## src/rtl/uart_rx16.sv

```systemverilog
// uart_rx16 -- 16x oversampling UART receiver.
// The serial line is double-flopped, a start bit is confirmed at mid-bit,
// and each data bit and the stop bit are sampled at the centre of their bit.
// A stop bit sampled low reports a framing error and parks the receiver in
// BREAK until the line returns high.
// Optional feature: define UART_RX_PARITY_EN to add an even-parity bit
// between the data and the stop bit, and the parity_err output.
module uart_rx16 #(
    parameter int DATA_BITS = 8
) (
    input  logic                 clk,
    input  logic                 reset,
    input  logic                 baud16,
    input  logic                 rx,
    output logic [DATA_BITS-1:0] rx_data,
    output logic                 rx_valid,
    output logic                 frame_err,
`ifdef UART_RX_PARITY_EN
    output logic                 parity_err,
`endif
    output logic                 busy
);

    localparam int BIT_W = $clog2(DATA_BITS);
    localparam logic [BIT_W-1:0] LAST_BIT = BIT_W'(DATA_BITS - 1);

    typedef enum logic [2:0] {
        IDLE   = 3'd0,
        START  = 3'd1,
        DATA   = 3'd2,
        STOP   = 3'd3,
        BREAK  = 3'd4
`ifdef UART_RX_PARITY_EN
        ,
        PARITY = 3'd5
`endif
    } state_t;

    state_t               state, state_next;
    logic                 rx_meta, rx_sync;
    logic [3:0]           tick_cnt, tick_next;
    logic [BIT_W-1:0]     bit_cnt, bit_next;
    logic [DATA_BITS-1:0] shift_reg, shift_next;
    logic [DATA_BITS-1:0] data_next;
    logic                 valid_next;
    logic                 ferr_next;
`ifdef UART_RX_PARITY_EN
    logic                 parity_bad, pbad_next;
    logic                 perr_next;
`endif

    // Two-flop synchronizer; idles high so reset never looks like a start bit.
    always_ff @(posedge clk) begin
        if (reset) begin
            rx_meta <= 1'b1;
            rx_sync <= 1'b1;
        end else begin
            rx_meta <= rx;
            rx_sync <= rx_meta;
        end
    end

    // State, counters, shift register and registered outputs.
    always_ff @(posedge clk) begin
        if (reset) begin
            state      <= IDLE;
            tick_cnt   <= '0;
            bit_cnt    <= '0;
            shift_reg  <= '0;
            rx_data    <= '0;
            rx_valid   <= 1'b0;
            frame_err  <= 1'b0;
`ifdef UART_RX_PARITY_EN
            parity_bad <= 1'b0;
            parity_err <= 1'b0;
`endif
        end else begin
            state      <= state_next;
            tick_cnt   <= tick_next;
            bit_cnt    <= bit_next;
            shift_reg  <= shift_next;
            rx_data    <= data_next;
            rx_valid   <= valid_next;
            frame_err  <= ferr_next;
`ifdef UART_RX_PARITY_EN
            parity_bad <= pbad_next;
            parity_err <= perr_next;
`endif
        end
    end

    // Next-state logic; nothing moves except on a baud16 tick, and the
    // pulse outputs fall back to zero on every clock that does not decide.
    always_comb begin
        state_next = state;
        tick_next  = tick_cnt;
        bit_next   = bit_cnt;
        shift_next = shift_reg;
        data_next  = rx_data;
        valid_next = 1'b0;
        ferr_next  = 1'b0;
`ifdef UART_RX_PARITY_EN
        pbad_next  = parity_bad;
        perr_next  = 1'b0;
`endif
        if (baud16) begin
            tick_next = tick_cnt + 4'd1;
            case (state)
                IDLE: begin
                    tick_next = '0;
                    if (!rx_sync) begin
                        state_next = START;
                    end
                end
                START: begin
                    if (tick_cnt == 4'd7) begin
                        if (rx_sync) begin
                            state_next = IDLE;
                        end else begin
                            tick_next  = '0;
                            bit_next   = '0;
                            state_next = DATA;
                        end
                    end
                end
                DATA: begin
                    if (tick_cnt == 4'd15) begin
                        shift_next = {rx_sync, shift_reg[DATA_BITS-1:1]};
                        if (bit_cnt == LAST_BIT) begin
                            bit_next = '0;
`ifdef UART_RX_PARITY_EN
                            state_next = PARITY;
`else
                            state_next = STOP;
`endif
                        end else begin
                            bit_next = bit_cnt + BIT_W'(1);
                        end
                    end
                end
`ifdef UART_RX_PARITY_EN
                PARITY: begin
                    if (tick_cnt == 4'd15) begin
                        pbad_next  = (^shift_reg) ^ rx_sync;
                        state_next = STOP;
                    end
                end
`endif
                STOP: begin
                    if (tick_cnt == 4'd15) begin
                        if (rx_sync) begin
`ifdef UART_RX_PARITY_EN
                            if (parity_bad) begin
                                perr_next = 1'b1;
                            end else begin
                                data_next  = shift_reg;
                                valid_next = 1'b1;
                            end
`else
                            data_next  = shift_reg;
                            valid_next = 1'b1;
`endif
                            state_next = IDLE;
                        end else begin
                            ferr_next  = 1'b1;
                            state_next = BREAK;
                        end
                    end
                end
                BREAK: begin
                    if (rx_sync) begin
                        state_next = IDLE;
                    end
                end
                default: begin
                    state_next = IDLE;
                end
            endcase
        end
    end

    // Busy whenever a frame or a break is in progress.
    assign busy = (state != IDLE);

endmodule

```

## config.mk

```make
export PLATFORM = sky130hd
export DESIGN_NAME = uart_rx16
export DESIGN_NICKNAME = d
export VERILOG_FILES = /design/src/rtl/uart_rx16.sv
export SDC_FILE = /design/constraint.sdc
export NUM_CORES = 1
export LEC_CHECK = 0
export ABC_AREA = 1
export CAP_MARGIN = 10
export CORE_MARGIN = 2
export CORE_UTILIZATION = 54
export DETAILED_ROUTE_END_ITERATION = 16
export MAX_ROUTING_LAYER = met4
export PLACE_DENSITY = 0.77
export SYNTH_ARGS = -nofsm -noshare
export SYNTH_HDL_FRONTEND = slang
export SYNTH_SLANG_ARGS = --single-unit
```

## constraint.sdc

```tcl
create_clock -name clk -period 1.6 [get_ports clk]
set_input_delay 0.48 -clock clk [delete_from_list [all_inputs] [get_ports clk]]
set_output_delay 0.48 -clock clk [all_outputs]
set_load 0.03 [all_outputs]
```

== Yosys cells after proc, flatten, opt, wreduce, memory -nomap -nowiden ==
Index checks and enable logic that the tools add are counted.

* Input port bits: 4
* Output and inout bits: 11
* Word-level logic and storage cells: 55
* Register bits: 30

* Muxes and demuxes: 19
* Eq/ne operators: 14
* Bitwise logic cells: 3
* Reduce and logical (&&, ||, !) cells: 8
* Add/sub/neg operators: 2

{| class="wikitable"
|+ Operators with widths
! kind !! number
|-
| 3-bit 2-to-1 mux || 11
|-
| 3-bit case mux with 5 select lines || 1
|-
| 2-bit inequality test (second input constant) || 7
|-
| 4-bit 2-to-1 mux || 2
|-
| 4-bit case mux with 2 select lines || 1
|-
| 7-bit AND reduction || 1
|-
| 3-bit by 2-bit == test with 1-bit output (second input constant) || 2
|-
| 3-bit == test (second input constant) || 2
|-
| 3-bit case mux with 2 select lines || 1
|-
| 5-bit AND reduction || 1
|-
| 4-bit by 1-bit adder with 4-bit output (second input constant) || 1
|-
| 4-bit by 3-bit == test with 1-bit output (second input constant) || 1
|-
| 4-bit == test (second input constant) || 1
|-
| 4-bit AND reduction || 1
|-
| 4-bit OR reduction || 1
|-
| 3-bit by 1-bit adder with 3-bit output (second input constant) || 1
|-
| 3-bit by 1-bit == test with 1-bit output (second input constant) || 1
|-
| 3-bit logical NOT || 1
|-
| 1-bit inverter || 3
|-
| 3-bit AND reduction || 1
|-
| 3-bit nonzero test || 1
|-
| 1-bit 2-to-1 mux || 2
|-
| 2-bit 2-to-1 mux || 1
|-
| 2-bit nonzero test || 1
|}

== Logic depth before layout (Yosys ltp) ==
Gate-level depths: netlist (run 1).

* Depth after elaboration: 4
* Mapped depth: 9
* Mapped depth without buffers: 9

== Worst setup path before layout (run 1) ==
Ideal clock, no wire load.

* Path kind: input to register
* From: in baud16
* To: reg shift_reg[0]
* Stages: 8
* Setup time: 0.116 ns
* Slack: 0.211 ns
* Data required time: 1.484 ns
* Arrival time: 1.273 ns
* Path through: buf_2 -> inv_1 -> nor2_2 -> inv_1 -> nor2_4 -> inv_2 -> nor2_1 -> nor2_1

* Word-level cells in the longest chain between the ends: 1

{| class="wikitable"
|+ Ends and longest elaborated chain
! element !! RTL line !! text
|-
| start: declaration || 13 || <nowiki>input logic baud16,</nowiki>
|-
| 3-bit AND reduction (no source line) || -- ||
|-
| end signal: assignment || 81 || <nowiki>shift_reg <= shift_next;</nowiki>
|-
| end: declaration || 43 || <nowiki>logic [DATA_BITS-1:0] shift_reg, shift_next;</nowiki>
|}

No other way between the ends.
A chain may end at the register's enable or synchronous reset.

== Worst setup path in the final report (run 1) ==
* From: reg rx_data[6]
* To: out rx_data[6]

{| class="wikitable"
|+ RTL lines
! element !! RTL line !! text
|-
| start: declaration || 15 || <nowiki>output logic [DATA_BITS-1:0] rx_data,</nowiki>
|-
| start signal: assignment || 82 || <nowiki>rx_data <= data_next;</nowiki>
|}

No word-level cell between the ends.

==> reports/results.txt, run 1 <==
Status: complete, no violations
Worst path slowest cell: dlygate4sd2_1
Seq/Total Area, Yosys: 46.56%
Worst reg-to-reg path cell count: 8
Hold_buf cts: 0
Synth Area in Compound Gates: 9.408%
Slew @ Worst Pin: 309.2 ps
Maximum clock path buffer count: 2
Main combinational cell family by area after synthesis: simple AND/OR/NAND/NOR gates
End of the worst hold path: rx_sync
CP top delay family: buffers and inverters
#FFs+latches synth: 30
Routed wire length: 2.650 mm
GPL Wtd Cong: 0.8686
Synth warn: 0
Post-Syn Nets: 188
Met3 usage: 4.237%
# rows: 17
TritonCTS clock tree: yes
Total negative slack: 0 ps
DRT antenna net count: 0
Total CTS buffers: 5
N_diodes: 0
Placed Cells: 227
XOR/XNOR share of the synthesized area: 0%
CTS H-Tree Depth: 2
Async SR Flop Fraction: 0%
Min-Delay Path Class: reg2reg
Post-synth EDFFs: 0
Area grow syn2layout: 24.05%
Gr usage total: 22.90%
Worst path bufs/invs: 1
Busiest grt layer: met2
Met1 capacity usage during global routing: 25.13%
CP Capture Type: primary output
Via-to-Cell Ratio: 5.126
WHS Path Cells: 1
Die Wd: 52.88 um
Remaining DRCs: 0
Register clock-pin slew on the reported worst setup and hold paths: 90 ps
Met2 Usage GRT: 38.33%
Vias in the first global route: 1110
Ratio of cells with drive above 1 in the final layout: 18.96%
Distinct cells, synth: 24
FF-to-FF setup slack: 100 ps
CP startpoint kind: flop
Ranking of synthesized cells by area: dfxtp_1 (47%), nor2_1 (16%), nand2_1 (7.9%)
Critical register-to-register path endpoint: shift_reg[0]
WL/cell: 11.09 um
Largest net degree at the start of global routing: 16
Fin. Hold Viols: 0
Post-Syn Area per Cell: 7.127 um^2
CP Cell Sequence: dlygate4sd2_1
RSZ-0062 raised after global routing: false
Hold Startpoint: rx_meta
Mapped Cells: 181
Clk root buf: clkbuf_4
Predominant post-synthesis flop cell: dfxtp_1
Number of I/O port buffers: 14
First-pass GRT wire length: 4.491 mm
Final setup fails: 0
Post-DP HPWL: 1.949 mm
CP Max Fanout: 2
Post-synthesis mux area share: 0%
Max Cap Viol: 0
Part of the cycle the worst path needs: 97.00%
Most frequent cells after synthesis: nor2_1 (56), dfxtp_1 (30), nand2_1 (27)
Max Clk Rate: 644.3 MHz
Initial antenna violation count: 0
Relative slew slack: 79.47%
Vias: 1225
Arr. time, crit path: 1070 ps
P per Cell Area: 1389 nW/um^2
Post-Synth Simple-Gate Area: 35.21%
Leakage: 0.7834 nW
Critical path type: reg2out
Worst skew pair latency: 330 ps
Post-synth top area cell: dfxtp_1
Fin cells: 239
Final Critical Period: 1552 ps
Top-count cell post-synth: nor2_1
Clk sinks: 30
Final Max Slew Viols: 0
Starting Density: 57.76%
Final net count: 217
Worst Skew: 6.445 ps
CP peak stage delay: 400 ps
Core region area: 2233 um^2
# IOs: 15
Mapped Area: 1290 um^2
Peak VDD IR: 828.8 uV
Full die area: 2796 um^2
Synth Area in Adders: 2.910%
WP data required: 1120 ps
GRT Residual Overflow: 0
Iteration-0 DRC Markers: 24
Yosys top cell area share: 46.56%
Initial DRT Pass Iterations: 4
Reg-to-Reg Start: tick_cnt[0]
Fill cells: 188
Die height: 52.88 um
## routing by layer
layer  wire (um)  vias up  part of all wire (%)
met2        1350       25                    51
met1        1181      565                    45
met4          38        0                   1.4
li1            -      630                     -
met3          80        5                   3.0
met5           0        -                     0
## kinds of logic after synthesis
| kind of cell | Yosys count |
|---|---|
| fa+ha+maj | 3 |
| flops | 30 |
| simple gates | 105 |
| buf+inv | 20 |
| compound gates | 23 |
## layout by cell type (no fill, tap or decap), types with 3 or more instances in the layout
| cell type | instances |
|---|---|
| dfxtp_2 | 4 |
| o21ai_1 | 3 |
| dlygate4sd2_1 | 8 |
| a21oi_1 | 4 |
| nand2_1 | 27 |
| clkdlybuf4s50_1 | 3 |
| clkbuf_4 | 5 |
| nand3_1 | 4 |
| nor2_1 | 56 |
| nor3_1 | 3 |
| inv_1 | 14 |
| buf_4 | 11 |
| nor2_2 | 4 |
| dfxtp_1 | 25 |
| o21ai_0 | 14 |
| or2_2 | 3 |
## per-stage QoR
step           area [um^2]  hold WS [ps]  util, %  total power, mW  worst slack (ps)
2_1_floorplan         1290         389.5        -            1.522             210.8
3_3_place_gp          1503         390.9    67.28            1.675            -176.3
3_5_place_dp          1503         402.6    67.28            1.712            -207.9
4_1_cts               1559         423.5    69.80            2.206            0.7916
5_1_grt               1600         450.1    71.65            2.398             8.281
6_report              1600         418.2    71.65            2.223             47.92
## how the worst max path moves through the flow
stage,from,endpoint,slack (ps),cells after the start
2_1_floorplan,baud16,shift_reg[0],210,8
3_3_place_gp,baud16,shift_reg[1],-180,8
3_5_place_dp,baud16,shift_reg[2],-210,8
4_1_cts,tick_cnt[0],rx_data[1],0.8,7
5_1_grt,tick_cnt[0],shift_reg[4],8,8
6_report,rx_data[6],rx_data[6],50,1
## layout make-up
cell class	count	area (um^2)	share of cell area, %
Clock buffer	7	55.05	3.440
Clock inverter	1	5.005	0.3127
Inverter	17	66.31	4.144
Multi-Input combinational cell	132	626.9	39.17
Sequential cell	30	609.3	38.08
Tap cell	28	35.03	2.189
Timing Repair Buffer	24	202.7	12.67
## report_power, final
part | switching (mW) | internal [mW] | leakage [nW]
registers | 0.105 | 0.843 | 0.245
logic | 0.500 | 0.313 | 0.503
clock network | 0.249 | 0.213 | 0.0353
## what timing repair did
action	in CTS	in global routing
gates resized for setup	11	13
pin swaps	1	1
gates cloned	0	1
setup endpoints to repair	11	25
buffers inserted	1	2
Note: power is estimated with default switching activity, not from simulation.
==> run 2, diff against run 1 <==
--- a/constraint.sdc
+++ b/constraint.sdc
@@ -3,2 +3,2 @@
 set_output_delay 0.48 -clock clk [all_outputs]
-set_load 0.03 [all_outputs]
+set_load 0.1 [all_outputs]
==> reports/results.txt, run 2 (synthesis results as in run 1) <==
GRT Residual Overflow: 0 (unchanged)
Worst path slowest cell: dfxtp_4
Iteration-0 DRC Markers: 57 (+140%)
CP Capture Type: primary output
WL/cell: 12.17 um (+9.7%)
Clk root buf: clkbuf_4
Final Critical Period: 1578 ps (+26.22 ps)
Post-DP HPWL: 2.111 mm (+8.3%)
Initial antenna violation count: 0 (unchanged)
N_diodes: 0 (unchanged)
Full die area: 2796 um^2 (unchanged)
Largest net degree at the start of global routing: 23 (+7)
# rows: 17 (unchanged)
Remaining DRCs: 0 (unchanged)
Leakage: 0.8209 nW (+4.8%)
Min-Delay Path Class: reg2reg
P per Cell Area: 1493 nW/um^2 (+7.5%)
Relative slew slack: 81.29% (+1.8 points)
Worst path bufs/invs: 1 (unchanged)
First-pass GRT wire length: 4.892 mm (+8.9%)
CP Cell Sequence: nor2_4, nand2_4, buf_12
Critical path depth in cells: 3 (+2)
Clk sinks: 30 (unchanged)
TritonCTS clock tree: yes
CP peak stage delay: 370 ps (-30 ps)
Total CTS buffers: 5 (unchanged)
Peak VDD IR: 1765 uV (+110%)
Worst skew pair latency: 340 ps (about the same)
Final net count: 220 (+1.4%)
CP Max Fanout: 5 (+3)
Maximum clock path buffer count: 2 (unchanged)
Max Cap Viol: 0 (unchanged)
Core region area: 2233 um^2 (unchanged)
Ratio of cells with drive above 1 in the final layout: 24.77% (+5.8 points)
Fin. Hold Viols: 0 (unchanged)
Worst Skew: 7.138 ps (+0.6933 ps)
Reg area: 614.3 um^2 (+0.82%)
Status: complete, no violations
Slew @ Worst Pin: 278.7 ps (-30.46 ps)
Gr usage total: 25.77% (+2.9 points)
Total negative slack: 0 ps (unchanged)
Critical path type: reg2out
Initial DRT Pass Iterations: 4 (unchanged)
Number of I/O port buffers: 14 (unchanged)
Arr. time, crit path: 1100 ps (+30 ps)
Final Max Slew Viols: 0 (unchanged)
Starting Density: 57.76% (unchanged)
WHS: 409.3 ps (-8.905 ps)
Multi-input logic area: 640.6 um^2 (+2.2%)
Routed wire length: 2.944 mm (+11%)
Hold_buf cts: 0 (unchanged)
FF-to-FF setup slack: 140 ps (+40 ps)
RSZ-0062 raised after global routing: true
Worst reg-to-reg path cell count: 8 (unchanged)
Vias: 1244 (+1.6%)
GPL Wtd Cong: 0.7797 (-10%)
Die height: 52.88 um (unchanged)
Die Wd: 52.88 um (unchanged)
Area grow syn2layout: 38.12%
DRT antenna net count: 0 (unchanged)
Commonest cells after routing, fill and taps aside: nor2_1 (56), nand2_1 (26), dfxtp_1 (25)
Via-to-Cell Ratio: 5.140 (+0.29%)
Register clock-pin slew on the reported worst setup and hold paths: 90 ps (about the same)
Final setup fails: 0 (unchanged)
WHS Path Cells: 1 (unchanged)
Most common cell after layout, fill and taps aside: nor2_1
Max Clk Rate: 633.6 MHz (-1.7%)
CTS H-Tree Depth: 2 (unchanged)
Vias in the first global route: 1192 (+7.4%)
Part of the cycle the worst path needs: 98.64% (+1.6 points)
Fill cells: 143 (-24%)
CP startpoint kind: flop
CP top delay family: flip-flops
WP data required: 1120 ps (about the same)
# IOs: 15 (unchanged)
Final Util: 79.78% (+8.1 points)
Pwr Total: 2.660 mW (+20%)
-- run 2: final timing paths --
kind,start,end
worst max-delay path,state[2],busy
worst min-delay path,rx_meta,rx_sync
worst max register to register,tick_cnt[0],shift_reg[0]
worst min register to register,rx_meta,rx_sync
-- run 2: layout make-up --
cell class | count | share of cell area [%]
Inverter | 17 | 3.581
Sequential cell | 30 | 34.48
Multi-Input combinational cell | 131 | 35.96
Timing Repair Buffer | 28 | 20.65
Clock inverter | 1 | 0.2809
Tap cell | 28 | 1.966
Clock buffer | 7 | 3.090
-- run 2: power breakdown --
part           leakage (nW)  internal, mW  switching [mW]
Combinational         0.540         0.488           0.753
Clock                0.0353         0.212           0.261
Sequential            0.246         0.853          0.0926
Total                 0.821          1.55            1.11
-- run 2: stage by stage --
| step | instance area [um^2] | std cells | setup slack, ps |
|---|---|---|---|
| after floorplan | 1292 | 181 | 195.1 |
| after global placement | 1623 | 226 | -178.7 |
| after detailed placement | 1623 | 226 | -246.6 |
| after CTS | 1697 | 235 | 11.52 |
| after global routing | 1782 | 242 | -15.78 |
| final | 1782 | 242 | 21.70 |
-- run 2: repair_timing --
item                                   CTS  global route
endpoints found under the hold margin    0             0
cloned                                   0             0
buffers inserted                         1             7
pin swaps                                1             2
setup endpoints to repair                1            23
resized for setup                        4             9
-- run 2: layer usage --
layer / wire length (um) / GRT usage [%] / part of all wire [%]
met5: 0 / - / 0
met4: 93 / 17.95 / 3.2
met3: 134 / 6.497 / 4.6
met2: 1516 / 44.79 / 51
met1: 1199 / 24.91 / 41
